<file path="config.mk">
export PLATFORM = sky130hd
export DESIGN_NAME = pc_sequencer
export DESIGN_NICKNAME = d
export VERILOG_FILES = /design/src/rtl/pc_sequencer.sv
export SDC_FILE = /design/constraint.sdc
export NUM_CORES = 1
export LEC_CHECK = 0
export ABC_AREA = 1
export BUFFER_PORTS_ARGS = -buffer_cell sky130_fd_sc_hd__buf_4
export CORE_UTILIZATION = 55
export DETAILED_ROUTE_END_ITERATION = 7
export PLACE_DENSITY_LB_ADDON = 0.12
export SLEW_MARGIN = 20
export SYNTH_ARGS = -nofsm -noshare
export SYNTH_HDL_FRONTEND = slang
export SYNTH_SLANG_ARGS = --single-unit
</file>
<file path="constraint.sdc">
create_clock -name clk -period 4.9 [get_ports clk]
set_input_delay 0.735 -clock clk [delete_from_list [all_inputs] [get_ports clk]]
set_output_delay 0.735 -clock clk [all_outputs]
set_load 0.02 [all_outputs]
</file>
<file path="src/rtl/pc_sequencer.sv">
// Multi-cycle instruction sequencer. It fetches, decodes and executes one instruction at a time,
// issues the memory handshakes, and pulses the PC/register-file write strobes once per retired instruction.
module pc_sequencer #(
    parameter int ACK_TIMEOUT = 16
) (
    input  logic        clk,
    input  logic        rst,
    output logic        imem_req,
    input  logic        imem_ack,
    input  logic [31:0] imem_rdata,
    output logic        dmem_req,
    output logic        dmem_we,
    input  logic        dmem_ack,
    input  logic        flag_z,
    input  logic        flag_c,
    input  logic        flag_s,
    output logic [31:0] instr,
    output logic        pc_en,
    output logic        branch,
    output logic        reg_en,
    output logic [25:0] L,
    output logic        reg_we,
    output logic        link_we,
    output logic        halted,
    output logic        fault,
    output logic [31:0] retired
);

    // Handshakes: a req holds high from state entry until the cycle its ack is sampled.
    // A missing ack is abandoned after ACK_TIMEOUT cycles, and the sequencer then faults into HALT.
    typedef enum logic [2:0] {
        IDLE   = 3'd0,
        FETCH  = 3'd1,
        DECODE = 3'd2,
        EXEC   = 3'd3,
        MEM    = 3'd4,
        WB     = 3'd5,
        HALT   = 3'd6
    } state_t;

    localparam logic [7:0] TIMEOUT_LAST = 8'(ACK_TIMEOUT - 1);

    state_t     state, state_nxt;
    logic [7:0] wait_cnt, wait_cnt_nxt;
    logic       take, take_nxt;
    logic       fault_nxt;
    logic       cond_take;

    logic [5:0] opcode;
    logic       is_halt, is_mem, is_store, is_branch, is_br, is_bal;

    assign opcode    = instr[31:26];
    assign is_halt   = (opcode == 6'b111111);
    assign is_mem    = opcode[5] && !is_halt;
    assign is_store  = is_mem && opcode[0];
    assign is_branch = (opcode[5:3] == 3'b010);
    assign is_br     = (opcode == 6'b010001);
    assign is_bal    = (opcode == 6'b010111);
    assign L         = instr[25:0];

    always_comb begin
        case (opcode[2:0])
            3'd2:    cond_take = flag_z;
            3'd3:    cond_take = !flag_z;
            3'd4:    cond_take = flag_c;
            3'd5:    cond_take = !flag_c;
            3'd6:    cond_take = flag_s;
            default: cond_take = 1'b1;
        endcase
    end

    always_ff @(posedge clk or posedge rst) begin
        if (rst) begin
            state    <= IDLE;
            wait_cnt <= 8'd0;
            take     <= 1'b0;
            fault    <= 1'b0;
            instr    <= 32'd0;
            retired  <= 32'd0;
        end else begin
            state    <= state_nxt;
            wait_cnt <= wait_cnt_nxt;
            take     <= take_nxt;
            fault    <= fault_nxt;
            if (state == FETCH && imem_ack)
                instr <= imem_rdata;
            if (state == WB)
                retired <= retired + 32'd1;
        end
    end

    always_comb begin
        state_nxt    = state;
        wait_cnt_nxt = wait_cnt;
        take_nxt     = take;
        fault_nxt    = fault;
        imem_req     = 1'b0;
        dmem_req     = 1'b0;
        dmem_we      = 1'b0;
        pc_en        = 1'b0;
        branch       = 1'b0;
        reg_en       = 1'b0;
        reg_we       = 1'b0;
        link_we      = 1'b0;
        halted       = 1'b0;
        case (state)
            IDLE: begin
                state_nxt    = FETCH;
                wait_cnt_nxt = 8'd0;
            end
            FETCH: begin
                imem_req = 1'b1;
                // An ack on the final allowed cycle takes priority over the timeout.
                if (imem_ack) begin
                    state_nxt = DECODE;
                end else if (wait_cnt == TIMEOUT_LAST) begin
                    state_nxt = HALT;
                    fault_nxt = 1'b1;
                end else begin
                    wait_cnt_nxt = wait_cnt + 8'd1;
                end
            end
            DECODE: state_nxt = EXEC;
            EXEC: begin
                take_nxt = is_branch && cond_take;
                if (is_halt) begin
                    state_nxt = HALT;
                end else if (is_mem) begin
                    state_nxt    = MEM;
                    wait_cnt_nxt = 8'd0;
                end else begin
                    state_nxt = WB;
                end
            end
            MEM: begin
                dmem_req = 1'b1;
                dmem_we  = is_store;
                if (dmem_ack) begin
                    state_nxt = WB;
                end else if (wait_cnt == TIMEOUT_LAST) begin
                    state_nxt = HALT;
                    fault_nxt = 1'b1;
                end else begin
                    wait_cnt_nxt = wait_cnt + 8'd1;
                end
            end
            WB: begin
                pc_en        = 1'b1;
                branch       = take;
                reg_en       = take && is_br;
                reg_we       = !is_branch && !is_store;
                link_we      = take && is_bal;
                state_nxt    = FETCH;
                wait_cnt_nxt = 8'd0;
            end
            HALT:    halted = 1'b1;
            default: state_nxt = IDLE;
        endcase
    end

endmodule

</file>
=== After elaboration in Yosys (flattened, before gate mapping) ===
Cells that the tools add are included.

* Output and inout bits: 100
* Word-level logic and storage cells: 72
* Bits of input ports: 39
* Register bits after elaboration: 77

* Equal/unequal tests: 20
* Add/subtract/negate cells: 2
* Reduce and logical (&&, ||, !) cells: 18
* Multiplexer cells: 26

{| class="wikitable"
|+ Operator list
! cell !! count
|-
| $mux 8 || 5
|-
| $add 32x1->32 const B || 1
|-
| $pmux 8 s4 || 1
|-
| $eq 3x3->1 const B || 6
|-
| $pmux 3 s6 || 1
|-
| $eq 3x2->1 const B || 5
|-
| $mux 1 || 13
|-
| $eq 6x5->1 const B || 2
|-
| $mux 3 || 3
|-
| $add 8x1->8 const B || 1
|-
| $eq 8x4->1 const B || 1
|-
| $ne 2x2->1 const B || 4
|-
| $logic_and 1x1->1 || 7
|-
| $eq 6x6->1 const B || 1
|-
| $logic_not 1->1 || 5
|-
| $pmux 1 s5 || 1
|-
| $reduce_and 5->1 || 1
|-
| $reduce_bool 4->1 || 1
|-
| $eq 3x1->1 const B || 1
|-
| $logic_not 3->1 || 1
|-
| $reduce_and 3->1 || 1
|-
| $mux 2 || 1
|-
| $pmux 1 s2 || 1
|-
| $reduce_bool 2->1 || 1
|-
| $reduce_or 2->1 || 1
|}

=== Logic depth before layout (Yosys ltp) ===
Gate-level depths: netlist (run 1).

* Word-level depth: 7
* Gate-level depth with buffers: 9
* Gate-level depth less buffers: 9

=== Worst setup path before layout (run 1) ===
No wires, ideal clock.

* Path kind: reg-to-output
* Start point: reg state[1]
* End point: out link_we
* Data required time: 4,165 ps
* Arrival: 1,738 ps
* Path slack: 2,427 ps
* Stages on the path, launching flop included: 7
* Cells stage by stage: dfrtp_1 inv_2 nand3_2 buf_4 nor2_1 nand2_1 nor3_1

* Word-level cells in the longest chain between the ends: 2

{| class="wikitable"
|+ RTL lines
! what !! line !! RTL
|-
| from (decl) || 43 || <nowiki>state_t state, state_nxt;</nowiki>
|-
| from (signal assigned) || 81 || <nowiki>state <= state_nxt;</nowiki>
|-
| $eq 3x3->1 || 106 || <nowiki>case (state)</nowiki>
|-
| $mux 1 || 106 ||
|-
| to (decl) || 23 || <nowiki>output logic link_we,</nowiki>
|}

Every way passes these cells.

=== Worst setup path in the final report (run 1) ===
Same ends and word-level chain as after synthesis.

==> results of run 1 <==
-- synthesized netlist by cell type --
library cell,count
clkinv_1,1
nor2_1,52
xor2_1,10
dfrtp_1,77
a21oi_1,2
o21ai_1,2
nor4_1,1
a22o_1,1
o21ai_0,9
nand3_1,34
ha_1,2
clkbuf_1,1
nor2_8,1
xnor2_1,5
nor2_2,6
nand2_1,237
nand2_2,4
nand3_2,7
o21bai_1,3
nand3b_1,3
buf_4,30
nor2_4,6
buf_2,4
nor3_1,10
a31o_2,1
nand4_4,1
nand2_4,1
o22ai_1,1
nand4_1,9
inv_1,46
inv_2,6
nand4_2,1
-- how the worst min path moves through the flow --
stage	to	depth (start not counted)	from	slack (ns)
floorplan	take	2	take	0.45
global placement	take	2	take	0.47
detailed placement	take	2	take	0.47
CTS	take	2	take	0.49
global route	fault	1	fault	0.50
finish	fault	1	fault	0.48
-- final cells by class --
class	count	area share (%)
Sequential cell	77	35.3
Tap cell	99	2.27
Multi-Input combinational cell	409	35.2
Clock inverter	3	1.19
Clock buffer	13	3.28
Inverter	53	3.64
Timing Repair Buffer	139	19.1
-- kinds of logic (layout without fill, tap and decap cells) --
family / after synthesis / in the layout
and+or+nand+nor: 373 / 373
buffers and inverters: 88 / 208
DFF: 77 / 77
AOI/OAI and AO/OA: 19 / 19
xor gates and xnor gates: 15 / 15
adders and majority gates: 2 / 2
-- routing by layer --
layer  vias up  global-route usage, %  share of wire (%)
li1       1996                      -                  -
met1      1887                   34.3                 42
met2       124                   45.9                 50
met3        17                   6.14                6.1
met4         0                   11.0                1.9
met5         -                      0                  0
-- registers in the layout (all words and copies together), names as in the netlist --
name / flops
state: 3
take: 1
fault: 1
wait_cnt: 8
retired: 32
instr: 32
-- through the flow --
stage / instance area, um2 / total power (W) / std cells
2_1_floorplan: 4300 / 0.00189 / 574
5_1_grt: 5460 / 0.00305 / 793
3_5_place_dp: 5220 / 0.00231 / 777
3_3_place_gp: 5220 / 0.00227 / 777
6_report: 5460 / 0.00287 / 793
4_1_cts: 5460 / 0.00288 / 793
-- power by group through the flow --
stage | registers [W] | clock network [W] | logic [W]
3_5_place_dp | 0.000998 | 0 | 0.00131
6_report | 0.000995 | 0.000573 | 0.00130
2_1_floorplan | 0.00113 | 0 | 0.000759
4_1_cts | 0.000995 | 0.000580 | 0.00131
3_3_place_gp | 0.000991 | 0 | 0.00127
5_1_grt | 0.00102 | 0.000614 | 0.00141
-- critical path: cells and delay by family, from the launching register on --
kind | cells | cell delay [ns]
buffers and inverters | 2 | 0.34
DFF | 1 | 0.49
and+or+nand+nor | 4 | 0.84
==> results.toml, run 1 <==
[flow_run]
maxCapViolCount = 0

[finish]
mostFrequentLayoutCells = "nand2_1, buf_4, dfrtp_1"
area_growth_syn_to_layout_pct = 27.0
filler_cell_count = 596
final_common_cell = "nand2_1"
antenna-diode-count = 0
post_route_cells_drive_above_1_share_pct = 27.4
seq_area_um2 = 1930
layout.core_utilization_pct = 73.7
multiInputGateArea_um2 = 1920
nNetsFinal = 730

[pwr]
power.sequential.fraction_pct = 34.7
p_switching_w = 0.00122
clock_power_share_pct = 20.0
power_frac_comb_pct = 45.3
power.density_cell_area_nw_per_um2 = 525
intPower_w = 0.00164
cell_leakage_power_nw = 2.89
ir_drop_worst_vdd_v = 0.000389
switching_share_pct = 42.6

[setup_path]
worst-path-max-fanout = 12
worst-setup-path-type = "register to primary output"
crit_chain = "inv_2 > nand3_2 > nor2_1 > nand2_1 > nor3_1 > buf_4"
timing.critical_path.arrival_ns = 2.01
timing.rr.start = "state[1]"
crit_path_start = "state[1]"
startpoint_type_of_the_worst_setup_path = "register"
worst_ep_required_time_ns = 4.16
critPathCapture = "link_we"
critPathSlowestCell = "dfrtp_1"
r2r_setup_slack_ns = 2.91
worstRegToRegCells = 8
cp_slowest_stage_delay_ns = 0.49
end_kind = "primary output"
rr_endpoint = "retired[26]"

[synth]
synth-compound-area-share_pct = 2.59
mappedNetlistArea_um2 = 4300
synth-adder-area-share_pct = 0.582
yosys.area_share.simple_pct = 38.5
synth_mux_area_share_pct = 0
synth_area_leaders = "dfrtp_1, nand2_1, buf_4"
synth.net_count = 615
postSynthAreaPerCell_um2 = 7.49
post-synth-top-area-fraction_pct = 44.8
post_synth_inst_count = 574
synth_top_family_by_area = "simple AND/OR/NAND/NOR gates"
synth_xor_area_share_pct = 3.06
yosysTopAreaCell = "dfrtp_1"
netlist-cell-type-count = 32
synth-seq-area-share_pct = 44.8
ys_warn_count = 0
synth-seq-cells = 77

[global_routing]
overflow = 0
wire_length_of_the_first_global_routing_pass_um = 18100
grt_max_degree = 42
antenna_found_initial = 0
globalRouteTotalUtil_pct = 27.4
grt_pass1_vias = 3888

[sta]
grt_setup_unrepaired = "false"
final_min_period_over_clock_period_pct = 56.0
worst_slew_pin_slew_ns = 0.862
max_clock_freq_ghz = 0.364
skew_ns = 0.0122
layout_setup_ws_ns = 2.15
final_period_minus_worst_setup_slack_ns = 2.75
final-max-slew-violation-count = 0
totalNegativeSetupSlack_ns = 0
fin_hold_ws_ns = 0.483
slew-limit-headroom_pct = 42.4
hold_violations = 0
setup_violations = 0

[floorplanning]
design.die.area_um2 = 8170
io_pins = 139
die_x_um = 90.4
start_util_pct = 58.0
coreArea_um2 = 7410
floorplan.die.height_um = 90.4
number_of_placement_rows = 31

[clock_network]
cts_max_path_buffers = 2
clkSinkCount = 77
cts.root.buffer_cell = "clkbuf_8"
cts_inserted_buffers = 9
postCtsSetupBuffers = 0
ctsHtreeMaxLevel = 3
clock_network_latency_to_the_later_pin_of_the_worst_skew_pair_ns = 0.35
cts_resized = 0
tritoncts = "yes"
worst_setup_hold_path_clk_slew_ns = 0.08
cts.hold.buffers_added = 0

[detailed_routing]
detailedRoute.firstPassIterationCount = 5
drcViolationCount = 0
initialDrtViolationCount = 228
overall_routed_net_length_um = 10300
ant_nets = 0
via_count = 4024
viasPerCell = 5.07
routed_wire_length_per_instance_um = 13.0

[run_status]
status = "finished clean"

[placement]
dp_slack_ns = 2.60
gp_congestion = 0.826
portBuffers = 138
dp_hpwl_um = 7650

[worst_hold_path]
timing.hold.worst.class = "register to register"
Note: power is estimated with default switching activity, not from simulation.
==> run 2: changes to the inputs <==
CORE_UTILIZATION = 46   (was 55)
clock period = 2.5 ns   (was 4.9 ns; I/O delays follow)
==> results.toml, run 2 (synthesis gave the netlist of run 1 again) <==
[worst_hold_path]
timing.hold.worst.class = "primary input to async pin"

[setup_path]
timing.critical_path.arrival_ns = 1.94
timing.rr.start = "state[1]"
worst-setup-path-type = "register to primary output"
critPathCapture = "link_we"
startpoint_type_of_the_worst_setup_path = "register"
r2r_setup_slack_ns = 0.58
worst-path-max-fanout = 12
end_kind = "primary output"
worstRegToRegCells = 8
rr_endpoint = "retired[28]"
worst_ep_required_time_ns = 2.12
crit_path_start = "state[1]"

[global_routing]
antenna_found_initial = 0
grt_pass1_vias = 3661
grt_max_degree = 38
globalRouteTotalUtil_pct = 21.9
wire_length_of_the_first_global_routing_pass_um = 16900
overflow = 0

[detailed_routing]
initialDrtViolationCount = 166
overall_routed_net_length_um = 10200
drcViolationCount = 0
ant_nets = 0
routed_wire_length_per_instance_um = 12.7
viasPerCell = 4.91
detailedRoute.firstPassIterationCount = 4
via_count = 3940

[sta]
final_period_minus_worst_setup_slack_ns = 2.32
layout_setup_ws_ns = 0.180
skew_ns = 0.0101
slew-limit-headroom_pct = 46.2
worst_slew_pin_slew_ns = 0.805
setup_violations = 0
grt_setup_unrepaired = "false"
hold_violations = 0
final_min_period_over_clock_period_pct = 92.8
fin_hold_ws_ns = 0.185
max_clock_freq_ghz = 0.431
final-max-slew-violation-count = 0
totalNegativeSetupSlack_ns = 0

[clock_network]
cts_max_path_buffers = 2
clkSinkCount = 77
cts.root.buffer_cell = "clkbuf_8"
postCtsSetupBuffers = 0
cts_inserted_buffers = 9
tritoncts = "yes"
worst_setup_hold_path_clk_slew_ns = 0.08
ctsHtreeMaxLevel = 3
clock_network_latency_to_the_later_pin_of_the_worst_skew_pair_ns = 0.34

[floorplanning]
number_of_placement_rows = 34
coreArea_um2 = 8890
design.die.area_um2 = 9730
floorplan.die.height_um = 98.7
die_x_um = 98.7
start_util_pct = 48.3
io_pins = 139

[pwr]
switching_share_pct = 43.9
clock_power_share_pct = 17.1
cell_leakage_power_nw = 2.87
power_frac_comb_pct = 46.8
ir_drop_worst_vdd_v = 0.000781
intPower_w = 0.00304
p_switching_w = 0.00238
power.sequential.fraction_pct = 36.1
power.density_cell_area_nw_per_um2 = 995
p_total_w = 0.00542

[placement]
dp_hpwl_um = 7760
portBuffers = 138
dp_slack_ns = 0.531
gp_congestion = 0.847

[finish]
area_growth_syn_to_layout_pct = 26.8
mostFrequentLayoutCells = "nand2_1, buf_4, dfrtp_1"
final_common_cell = "nand2_1"
top_regs = "instr x32, retired x32, wait_cnt x8"
post_route_cells_drive_above_1_share_pct = 27.3
nNetsFinal = 732
antenna-diode-count = 0

[run_status]
status = "finished clean"

[flow_run]
maxCapViolCount = 0
==> run 2: cell count changes in the layout (fill, tap and decap cells not counted) <==
cell	before	now
inv_2	7	6
clkinv_4	0	1
clkbuf_8	13	10
clkbuf_1	0	1
buf_12	0	1
buf_4	139	140
bufinv_16	2	1
inv_4	0	1
clkinv_2	1	2
==> run 2: how the worst min path moves through the flow <==
stage          slack [ns]      startpoint         to  cells past startpoint
3_5_place_dp         0.47           fault      fault                      1
2_1_floorplan        0.45            take       take                      2
6_report             0.19             rst   instr[9]                      2
5_1_grt              0.20  imem_rdata[10]  instr[10]                      3
3_3_place_gp         0.47            take       take                      2
4_1_cts              0.20  imem_rdata[16]  instr[16]                      3
==> run 2: area by class of cell <==
type | instances | area [um2]
fill | 809 | 3440
sequential | 77 | 1930
multi-input combinational | 409 | 1920
timing repair buffer | 141 | 1070
inverter | 53 | 201
clock buffer | 11 | 141
tap | 108 | 135
clock inverter | 4 | 48.8
==> run 2: timing repair <==
item | 4_1_cts | 5_1_grt
gates resized for setup | 0 | 1
hold endpoints to repair | 0 | 0
setup endpoints to repair | 0 | 1
hold buffers | 0 | 0
==> run 2: stage by stage <==
stage	util (%)	instance area, um2	std cells
after global routing	61.3	5450	803
final	61.3	5450	803
after detailed placement	59.1	5260	788
after CTS	61.2	5450	803
after floorplan	-	4300	574
after global placement	59.1	5260	788
==> run 2: power by group through the flow <==
stage / clock network (W) / registers, W / logic (W)
after floorplan: 0 / 0.00222 / 0.00149
after global placement: 0 / 0.00196 / 0.00252
after detailed placement: 0 / 0.00196 / 0.00256
after CTS: 0.000961 / 0.00195 / 0.00256
after global routing: 0.00101 / 0.00200 / 0.00275
final: 0.000928 / 0.00196 / 0.00253
==> run 2: worst max-delay path, cell delays in order, from the launching register on <==
cell and delay (ns):
dfrtp_1 0.49, inv_2 0.14, nand3_2 0.27, nor2_1 0.23, nand2_1 0.11, nor3_1 0.18
buf_4 0.18
==> run 2: routing by layer <==
| layer | up-vias | GRT usage, % | wire, um |
|---|---|---|---|
| li1 | 1994 | - | - |
| met1 | 1797 | 25.9 | 4290 |
| met2 | 132 | 37.7 | 4980 |
| met3 | 17 | 6.10 | 670 |
| met4 | 0 | 8.50 | 227 |
| met5 | - | 0 | 0 |
